### config.mk
export PLATFORM = sky130hd
export DESIGN_NAME = fetch_pc_unit
export DESIGN_NICKNAME = d
export VERILOG_FILES = /design/src/rtl/fetch_pc_unit.sv
export SDC_FILE = /design/constraint.sdc
export NUM_CORES = 1
export LEC_CHECK = 0
export BUFFER_PORTS_ARGS = -buffer_cell sky130_fd_sc_hd__buf_2
export CAP_MARGIN = 10
export CELL_PAD_IN_SITES_DETAIL_PLACEMENT = 0
export CELL_PAD_IN_SITES_GLOBAL_PLACEMENT = 1
export CORE_UTILIZATION = 40
export CTS_CLUSTER_DIAMETER = 60
export DETAILED_ROUTE_END_ITERATION = 10
export HOLD_SLACK_MARGIN = 0.08
export PLACE_DENSITY_LB_ADDON = 0.05
export SETUP_SLACK_MARGIN = 0.15
export SLEW_MARGIN = 20
export SYNTH_ARGS = -nofsm -noshare
export SYNTH_HDL_FRONTEND = slang
export SYNTH_SLANG_ARGS = --single-unit
### constraint.sdc
create_clock -name clk -period 5.1 [get_ports clk]
set_input_delay 1.02 -clock clk [delete_from_list [all_inputs] [get_ports clk]]
set_output_delay 1.02 -clock clk [all_outputs]
set_load 0.01 [all_outputs]
### src/rtl/fetch_pc_unit.sv
// Instruction-fetch front end: owns the word-addressed PC, drives imem, fills IF/ID.
// Optional MIPS branch-delay-slot behaviour is enabled with `define DELAY_SLOT_EN.
module fetch_pc_unit #(
  parameter logic [31:0] RESET_PC = 32'h0000_0000
) (
  input  logic        clk,
  input  logic        rst_n,
  output logic [31:0] imem_addr,
  output logic        imem_req,
  input  logic [31:0] imem_rdata,
  input  logic        imem_ready,
  input  logic        stall_i,
  input  logic        redirect_i,
  input  logic [31:0] redirect_target,
  output logic [31:0] if_id_pc,
  output logic [31:0] if_id_pc_plus,
  output logic [31:0] if_id_instr,
  output logic        if_id_valid
);

  localparam int unsigned XLEN = 32;

  typedef enum logic {
    S_FETCH = 1'b0,
    S_HOLD  = 1'b1
  } state_e;

  state_e            state_q, state_d;
  logic              req_en_q, req_en_d;
  logic [XLEN-1:0]   pc_q, pc_d;
  logic [XLEN-1:0]   hold_pc_q, hold_pc_d;
  logic [XLEN-1:0]   hold_instr_q, hold_instr_d;
  logic [XLEN-1:0]   if_id_pc_q, if_id_pc_d;
  logic [XLEN-1:0]   if_id_pc_plus_q, if_id_pc_plus_d;
  logic [XLEN-1:0]   if_id_instr_q, if_id_instr_d;
  logic              if_id_valid_q, if_id_valid_d;
  logic              req_c;
  logic              accept_c;
  logic [XLEN-1:0]   pc_inc_c;
  logic [XLEN-1:0]   hold_inc_c;
`ifdef DELAY_SLOT_EN
  logic              pend_q, pend_d;
  logic [XLEN-1:0]   pend_tgt_q, pend_tgt_d;
`endif

  // Request is suppressed in HOLD and in the first cycle out of reset.
  assign req_c      = (state_q == S_FETCH) && req_en_q;
  assign accept_c   = req_c && imem_ready;
  assign pc_inc_c   = pc_q + XLEN'(1);
  assign hold_inc_c = hold_pc_q + XLEN'(1);

  assign imem_addr     = pc_q;
  assign imem_req      = req_c;
  assign if_id_pc      = if_id_pc_q;
  assign if_id_pc_plus = if_id_pc_plus_q;
  assign if_id_instr   = if_id_instr_q;
  assign if_id_valid   = if_id_valid_q;

  // Next-state and IF/ID update logic.
  always_comb begin
    state_d         = state_q;
    req_en_d        = 1'b1;
    pc_d            = pc_q;
    hold_pc_d       = hold_pc_q;
    hold_instr_d    = hold_instr_q;
    if_id_pc_d      = if_id_pc_q;
    if_id_pc_plus_d = if_id_pc_plus_q;
    if_id_instr_d   = if_id_instr_q;
    if_id_valid_d   = if_id_valid_q;
`ifdef DELAY_SLOT_EN
    pend_d          = pend_q;
    pend_tgt_d      = pend_tgt_q;

    if (state_q == S_HOLD) begin
      // The held instruction is the slot; the next fetch can go straight to the target.
      if (redirect_i && !pend_q) pc_d = redirect_target;
      if (!stall_i) begin
        if_id_pc_d      = hold_pc_q;
        if_id_pc_plus_d = hold_inc_c;
        if_id_instr_d   = hold_instr_q;
        if_id_valid_d   = 1'b1;
        state_d         = S_FETCH;
      end
    end else if (accept_c) begin
      if (pend_q)          pc_d = pend_tgt_q;
      else if (redirect_i) pc_d = redirect_target;
      else                 pc_d = pc_inc_c;
      pend_d = 1'b0;
      if (!stall_i) begin
        if_id_pc_d      = pc_q;
        if_id_pc_plus_d = pc_inc_c;
        if_id_instr_d   = imem_rdata;
        if_id_valid_d   = 1'b1;
      end else begin
        hold_pc_d    = pc_q;
        hold_instr_d = imem_rdata;
        state_d      = S_HOLD;
      end
    end else begin
      if (req_c && !stall_i) if_id_valid_d = 1'b0;
      if (redirect_i && !pend_q) begin
        pend_d     = 1'b1;
        pend_tgt_d = redirect_target;
      end
    end
`else
    if (redirect_i) begin
      pc_d          = redirect_target;
      if_id_valid_d = 1'b0;
      state_d       = S_FETCH;
    end else if (state_q == S_HOLD) begin
      if (!stall_i) begin
        if_id_pc_d      = hold_pc_q;
        if_id_pc_plus_d = hold_inc_c;
        if_id_instr_d   = hold_instr_q;
        if_id_valid_d   = 1'b1;
        state_d         = S_FETCH;
      end
    end else if (accept_c) begin
      pc_d = pc_inc_c;
      if (!stall_i) begin
        if_id_pc_d      = pc_q;
        if_id_pc_plus_d = pc_inc_c;
        if_id_instr_d   = imem_rdata;
        if_id_valid_d   = 1'b1;
      end else begin
        hold_pc_d    = pc_q;
        hold_instr_d = imem_rdata;
        state_d      = S_HOLD;
      end
    end else if (req_c && !stall_i) begin
      if_id_valid_d = 1'b0;
    end
`endif
  end

  // State register with synchronous active-low reset.
  always_ff @(posedge clk) begin
    if (!rst_n) begin
      state_q         <= S_FETCH;
      req_en_q        <= 1'b0;
      pc_q            <= RESET_PC;
      hold_pc_q       <= '0;
      hold_instr_q    <= '0;
      if_id_pc_q      <= '0;
      if_id_pc_plus_q <= '0;
      if_id_instr_q   <= '0;
      if_id_valid_q   <= 1'b0;
`ifdef DELAY_SLOT_EN
      pend_q          <= 1'b0;
      pend_tgt_q      <= '0;
`endif
    end else begin
      state_q         <= state_d;
      req_en_q        <= req_en_d;
      pc_q            <= pc_d;
      hold_pc_q       <= hold_pc_d;
      hold_instr_q    <= hold_instr_d;
      if_id_pc_q      <= if_id_pc_d;
      if_id_pc_plus_q <= if_id_pc_plus_d;
      if_id_instr_q   <= if_id_instr_d;
      if_id_valid_q   <= if_id_valid_d;
`ifdef DELAY_SLOT_EN
      pend_q          <= pend_d;
      pend_tgt_q      <= pend_tgt_d;
`endif
    end
  end

endmodule

-- After elaboration in Yosys (flattened, before gate mapping)
Index checks and enable logic that the tools add are counted.
- add/subtract/negate cells: 2
- eq/ne operators: 3
- muxes and demuxes: 23
- bitwise operators: 3
- reduce and logical (&&, ||, !) cells: 11
- operators by type and width (operator ; number):
    $mux W32 ; 15
    $add A32 B1 Y32 const B ; 2
    $mux W1 ; 8
    $reduce_and A4 Y1 ; 2
    $ne A2 B2 Y1 const B ; 3
    $reduce_bool A2 Y1 ; 2
    $logic_and A1 B1 Y1 ; 3
    $not A1 Y1 ; 3
    $reduce_bool A3 Y1 ; 1
    $reduce_and A2 Y1 ; 1
    $reduce_or A2 Y1 ; 1
    $logic_not A1 Y1 ; 1
- register bits after elaboration: 195
- bits of input ports: 69
- output and inout bits: 130
- logic and storage cells: 51

-- Longest topological paths before layout
- depth in word-level cells: 6
- gate-level depth with buffers: 8
- gate-level depth less buffers: 6

-- Worst setup path after synthesis
OpenSTA, ideal clock, no wires.
- path type: input -> register
- start: in redirect_i
- end: reg if_id_pc_plus_q[30], in the netlist if_id_pc_plus[30]
- setup time: 0.123 ns
- arrival: 2.442 ns
- data required time: 4.977 ns
- slack: 2.535 ns
- stages on the path: 5
- path buffers: 2
- path through: clkbuf_1 -> nor3_1 -> nor2_1 -> clkbuf_1 -> a221o_2
- cells in the longest elaborated chain, start to end: 2
- RTL lines (element ; RTL line ; RTL):
    start: declaration ; 13 ; input logic redirect_i,
    $not A1 Y1 (no line) ; - ;
    $reduce_and A4 Y1 (no line) ; - ;
    end signal: assignment ; 160 ; if_id_pc_plus_q <= if_id_pc_plus_d;
    end: declaration ; 34 ; logic [XLEN-1:0] if_id_pc_plus_q, if_id_pc_plus_d;
No other way between the ends.
A chain may end at the register's enable or synchronous reset.

-- Worst setup path after layout
- start: reg state_q
- end: reg if_id_pc_plus_q[31], in the netlist if_id_pc_plus[31]
- cells in the longest elaborated chain, start to end: 5
- elaborated cells on any way between the ends: 8
- classes of those cells: eq/ne (2); mux (1); bitwise (1); reduce/logical (4)
- RTL lines (element ; RTL line ; RTL):
    start: declaration ; 28 ; state_e state_q, state_d;
    start signal: assignment ; 154 ; state_q <= state_d;
    $not A1 Y1 (no line) ; - ;
    $logic_and A1 B1 Y1 ; 47 ; assign req_c = (state_q == S_FETCH) && req_en_q;
    $logic_and A1 B1 Y1 ; 48 ; assign accept_c = req_c && imem_ready;
    $ne A2 B2 Y1 (no line) or $reduce_bool A2 Y1 (tied branches) ; - ;
    $reduce_and A4 Y1 (no line) ; - ;
Several ways; a longest one is shown, not always the timed one.

==> run summary <==
At the later pin of the worst-skew pair, clock insertion delay measures 440 ps. The first detailed-routing pass took 5 iterations. Counting flops and latches in the post-synthesis netlist gives 195.

For the total congestion overflow after global routing, the log shows 0. Once the floorplan was initialized, standard cells occupied 41.01% of the core. The path class of the tightest hold or removal check is flop to flop. Average detailed-routed wire length per instance: 18.58 µm. Critical path capture point type: a flop.

The netlist area before placement came out at 9313 µm². Measured against its own limit, the worst slew margin works out to 30.83%. The logs give 13.20 ps for the maximum clock skew at final layout and 1178 for the synthesized netlist net count. Power spread over the standard cell area amounts to 305.1 nW/µm². After detailed routing, the number of vias per cell comes to 5.436.

The tools report the buffer depth of the longest clock path as 2. Walking the worst path, the cells encountered are buf_4 -> nand2_1 -> or4_1 -> o2111ai_1. The fraction of registers with async set/reset came out at 0%.

TritonCTS built the clock tree. The number of max-slew violations in the final report is 0, and the number of enable flip-flop cells after synthesis is 0. The slowest stage of the critical path is the sky130_fd_sc_hd__buf_4 cell.

In this run the tool buffered the top-level ports with 198 buffer cells. The count of nets left with antenna violations once routing finished came out at 0. The number of standard cells after synthesis is 1107, and the area of the placeable core is 22710 µm². Global routing used 23.95% of the available tracks. The number of placement rows came out at 55. The worst setup path is of the flop to flop kind. The tools report the number of global-route vias before repair as 7961. The floorplan step defined a die boundary enclosing 23900 µm². The tools report the total clock buffers created by CTS as 17.

For the post-CTS resize count, the log shows 0. The total number of clock tree sinks came out at 195. Entering global routing, the biggest net connects 96 pins.

The root buffer cell chosen for the clock tree is sky130_fd_sc_hd__clkbuf_16. The number of different library cells used by synthesis comes to 57. After routing, the total negative slack on setup checks comes to 0 ps. After synthesis, the cell types taking the most area are sky130_fd_sc_hd__dfxtp_1, sky130_fd_sc_hd__mux2i_1, sky130_fd_sc_hd__nand2_1.

Summing over every cut layer, the via total after detailed routing is 8322. Yosys instantiated no cell more often than sky130_fd_sc_hd__dfxtp_1. The tools report the initial antenna violation count as 7.

For the count of yosys warnings during synthesis, the log shows 0. The slew at the pin closest to its max-slew limit is 1038 ps. In this run the biggest area consumer among cell types represents 41.92% of the synthesized area. For the data required time of the worst path, the log shows 5450 ps. The post-route fraction of the period consumed by the critical path came out at 56.56%. 199 I/O pins were placed.

The H-tree was split into 4 levels. The net count of the finished layout is 1299. The fraction of layout cells with a size suffix above 1 works out to 21.35%.

The data arrival at the endpoint of the critical path was 3230 ps; the standby leakage power was 3.983 nW. The number of placed instances with taps included is 1494. After detailed routing, the number of remaining DRC violations is 0. IR analysis of the VDD net gives a maximum drop of 205.0 µV. The tool flagged a number of max-cap violations equal to 0.

The floorplan step set the die width to 154.6 µm. A synthesized cell averages 8.413 µm². The post-detailed-routing wire length is 28450 µm. Ranked by instance count, the synthesized netlist is headed by sky130_fd_sc_hd__dfxtp_1, sky130_fd_sc_hd__nand2_1, sky130_fd_sc_hd__a21oi_1. The clock transition at the registers of the reported paths was 70 ps. The tools report the detailed router's first-iteration violation count as 543.

Flip-flop and latch area: 3908 µm². For the count of endpoints failing setup in the final report, the log shows 0. Of the synthesized area, sequential elements account for 41.92%. Among all flip-flop cells after synthesis, the most frequent one is sky130_fd_sc_hd__dfxtp_1. Buffers added to address setup during post-CTS repair amount to 0. In this run the worst path has a maximum fanout of 48.

The run gives 346.7 MHz as the maximum operating frequency. Routability congestion estimate: 0.7979. Excluding fillers, the count of instances in the completed layout stands at 1531. Buffers inserted to repair hold after CTS numbered 0.

Once detailed placement completed, the half-perimeter wirelength came to 18630 µm. The delay of the slowest cell on the worst path was 790 ps; the number of hold-slack violations in the final timing report was 0. Summing internal, switching and leakage power gives 3.325 mW. STA classifies the critical path startpoint as a flop. Floorplan die height: 154.6 µm.

Relative to the synthesized area, the layout overhead comes to 17.02%. The multi-input combinational cell area was 4945 µm². First-pass GRT wire length: 44820 µm. The layout filler cell count came out at 2321. Setup repair after global routing left no endpoint under its margin. The post-synthesis cell type with the largest combined area is sky130_fd_sc_hd__dfxtp_1.

The flow ran to the end, and the final reports show no timing, DRC or antenna violations. After layout, the minimum clock period comes to 2884 ps.
## routing by layer
metal	vias to the layer above	wire, µm	GRT usage, %
met5	-	27	0
met2	230	13000	38.46
met1	3894	13130	31.90
li1	4173	-	-
met4	4	186	5.092
met3	21	2106	6.809
## where the power goes
| group | internal, mW | switching, mW |
|---|---|---|
| clock network | 0.704 | 0.690 |
| logic | 0.118 | 0.172 |
| registers | 1.57 | 0.0700 |
| total | 2.39 | 0.932 |
## cell families after synthesis
| family | count (synthesis) | synth area share (%) |
|---|---|---|
| AO/OA/AOI/OAI | 258 | 17.29 |
| XOR/XNOR | 72 | 6.771 |
| adder cells (fa/ha/maj) | 2 | 0.2687 |
| buffers and inverters | 111 | 5.146 |
| flip-flops | 195 | 41.92 |
| multiplexers | 69 | 7.430 |
| AND/OR/NAND/NOR | 400 | 21.17 |
## registers in the layout, indices dropped and copies added (netlist names)
signal and flops:
if_id_instr 32, if_id_valid 1, if_id_pc 32, hold_pc_q 32
imem_addr 32, hold_instr_q 32, req_en_q 1, if_id_pc_plus 32
state_q 1
## worst max-delay path, delay by kind of cell (launching register included)
| kind | cells | cell delay, ps |
|---|---|---|
| and+or+nand+nor | 2 | 1170 |
| DFF | 1 | 730 |
| AOI/OAI and AO/OA | 1 | 100 |
| buffers and inverters | 1 | 790 |
## cells in the final DEF (no fill, tap or decap), types with 2 or more instances in the layout
cell type,n
sky130_fd_sc_hd__buf_2,198
sky130_fd_sc_hd__dfxtp_1,194
sky130_fd_sc_hd__nand2_1,169
sky130_fd_sc_hd__a21oi_1,103
sky130_fd_sc_hd__nor2_1,94
sky130_fd_sc_hd__mux2i_1,68
sky130_fd_sc_hd__a211oi_1,63
sky130_fd_sc_hd__o21ai_0,46
sky130_fd_sc_hd__xnor2_1,43
sky130_fd_sc_hd__nand3_1,29
sky130_fd_sc_hd__xor2_1,29
sky130_fd_sc_hd__nand4_1,20
sky130_fd_sc_hd__nor3_1,19
sky130_fd_sc_hd__clkbuf_16,17
sky130_fd_sc_hd__or3_1,12
sky130_fd_sc_hd__a221o_1,11
sky130_fd_sc_hd__nor4_1,9
sky130_fd_sc_hd__or4_1,8
sky130_fd_sc_hd__buf_4,8
sky130_fd_sc_hd__and3_1,7
sky130_fd_sc_hd__a22oi_1,7
sky130_fd_sc_hd__nor4_4,6
sky130_fd_sc_hd__o211ai_1,6
sky130_fd_sc_hd__o31ai_1,6
sky130_fd_sc_hd__inv_6,6
sky130_fd_sc_hd__diode_2,5
sky130_fd_sc_hd__inv_1,5
sky130_fd_sc_hd__nor3_2,4
sky130_fd_sc_hd__a31oi_1,4
sky130_fd_sc_hd__and2_1,4
sky130_fd_sc_hd__nand3_2,3
sky130_fd_sc_hd__clkinv_8,3
sky130_fd_sc_hd__nand4_4,2
sky130_fd_sc_hd__and4_1,2
sky130_fd_sc_hd__or4_4,2
sky130_fd_sc_hd__o221ai_1,2
sky130_fd_sc_hd__ha_1,2
sky130_fd_sc_hd__inv_8,2
## metrics by stage
step           area (µm²)  utilization (%)  setup slack [ps]  hold WS [ps]
2_1_floorplan        9313                -              2535         436.0
3_3_place_gp        10290            45.31              1861         440.8
3_5_place_dp        10290            45.31              1829         446.5
4_1_cts             10890            47.93              2130         457.7
5_1_grt             10890            47.94              1898         471.4
6_report            10900            47.99              2216         456.2
## final cells by class
type	count	area share [%]
multi-input cells	801	45.37
well taps	285	3.272
diodes	5	0.1148
clock inverters	14	1.538
clock buffers	18	3.938
flip-flops and latches	195	35.86
repair buffers	206	9.644
inverters	7	0.2641
## path summary, 6_finish.rpt
kind,from,to,slack (ps),cells after the start
max,state_q$_SDFF_PP0_,if_id_pc_plus[31]$_SDFFE_PN0P_,2220,4
max reg2reg,state_q$_SDFF_PP0_,if_id_pc_plus[31]$_SDFFE_PN0P_,2220,4
min reg2reg,hold_instr_q[22]$_SDFFE_PN0P_,hold_instr_q[22]$_SDFFE_PN0P_,460,2
min,hold_instr_q[22]$_SDFFE_PN0P_,hold_instr_q[22]$_SDFFE_PN0P_,460,2
Note: power is estimated with default switching activity, not from simulation.
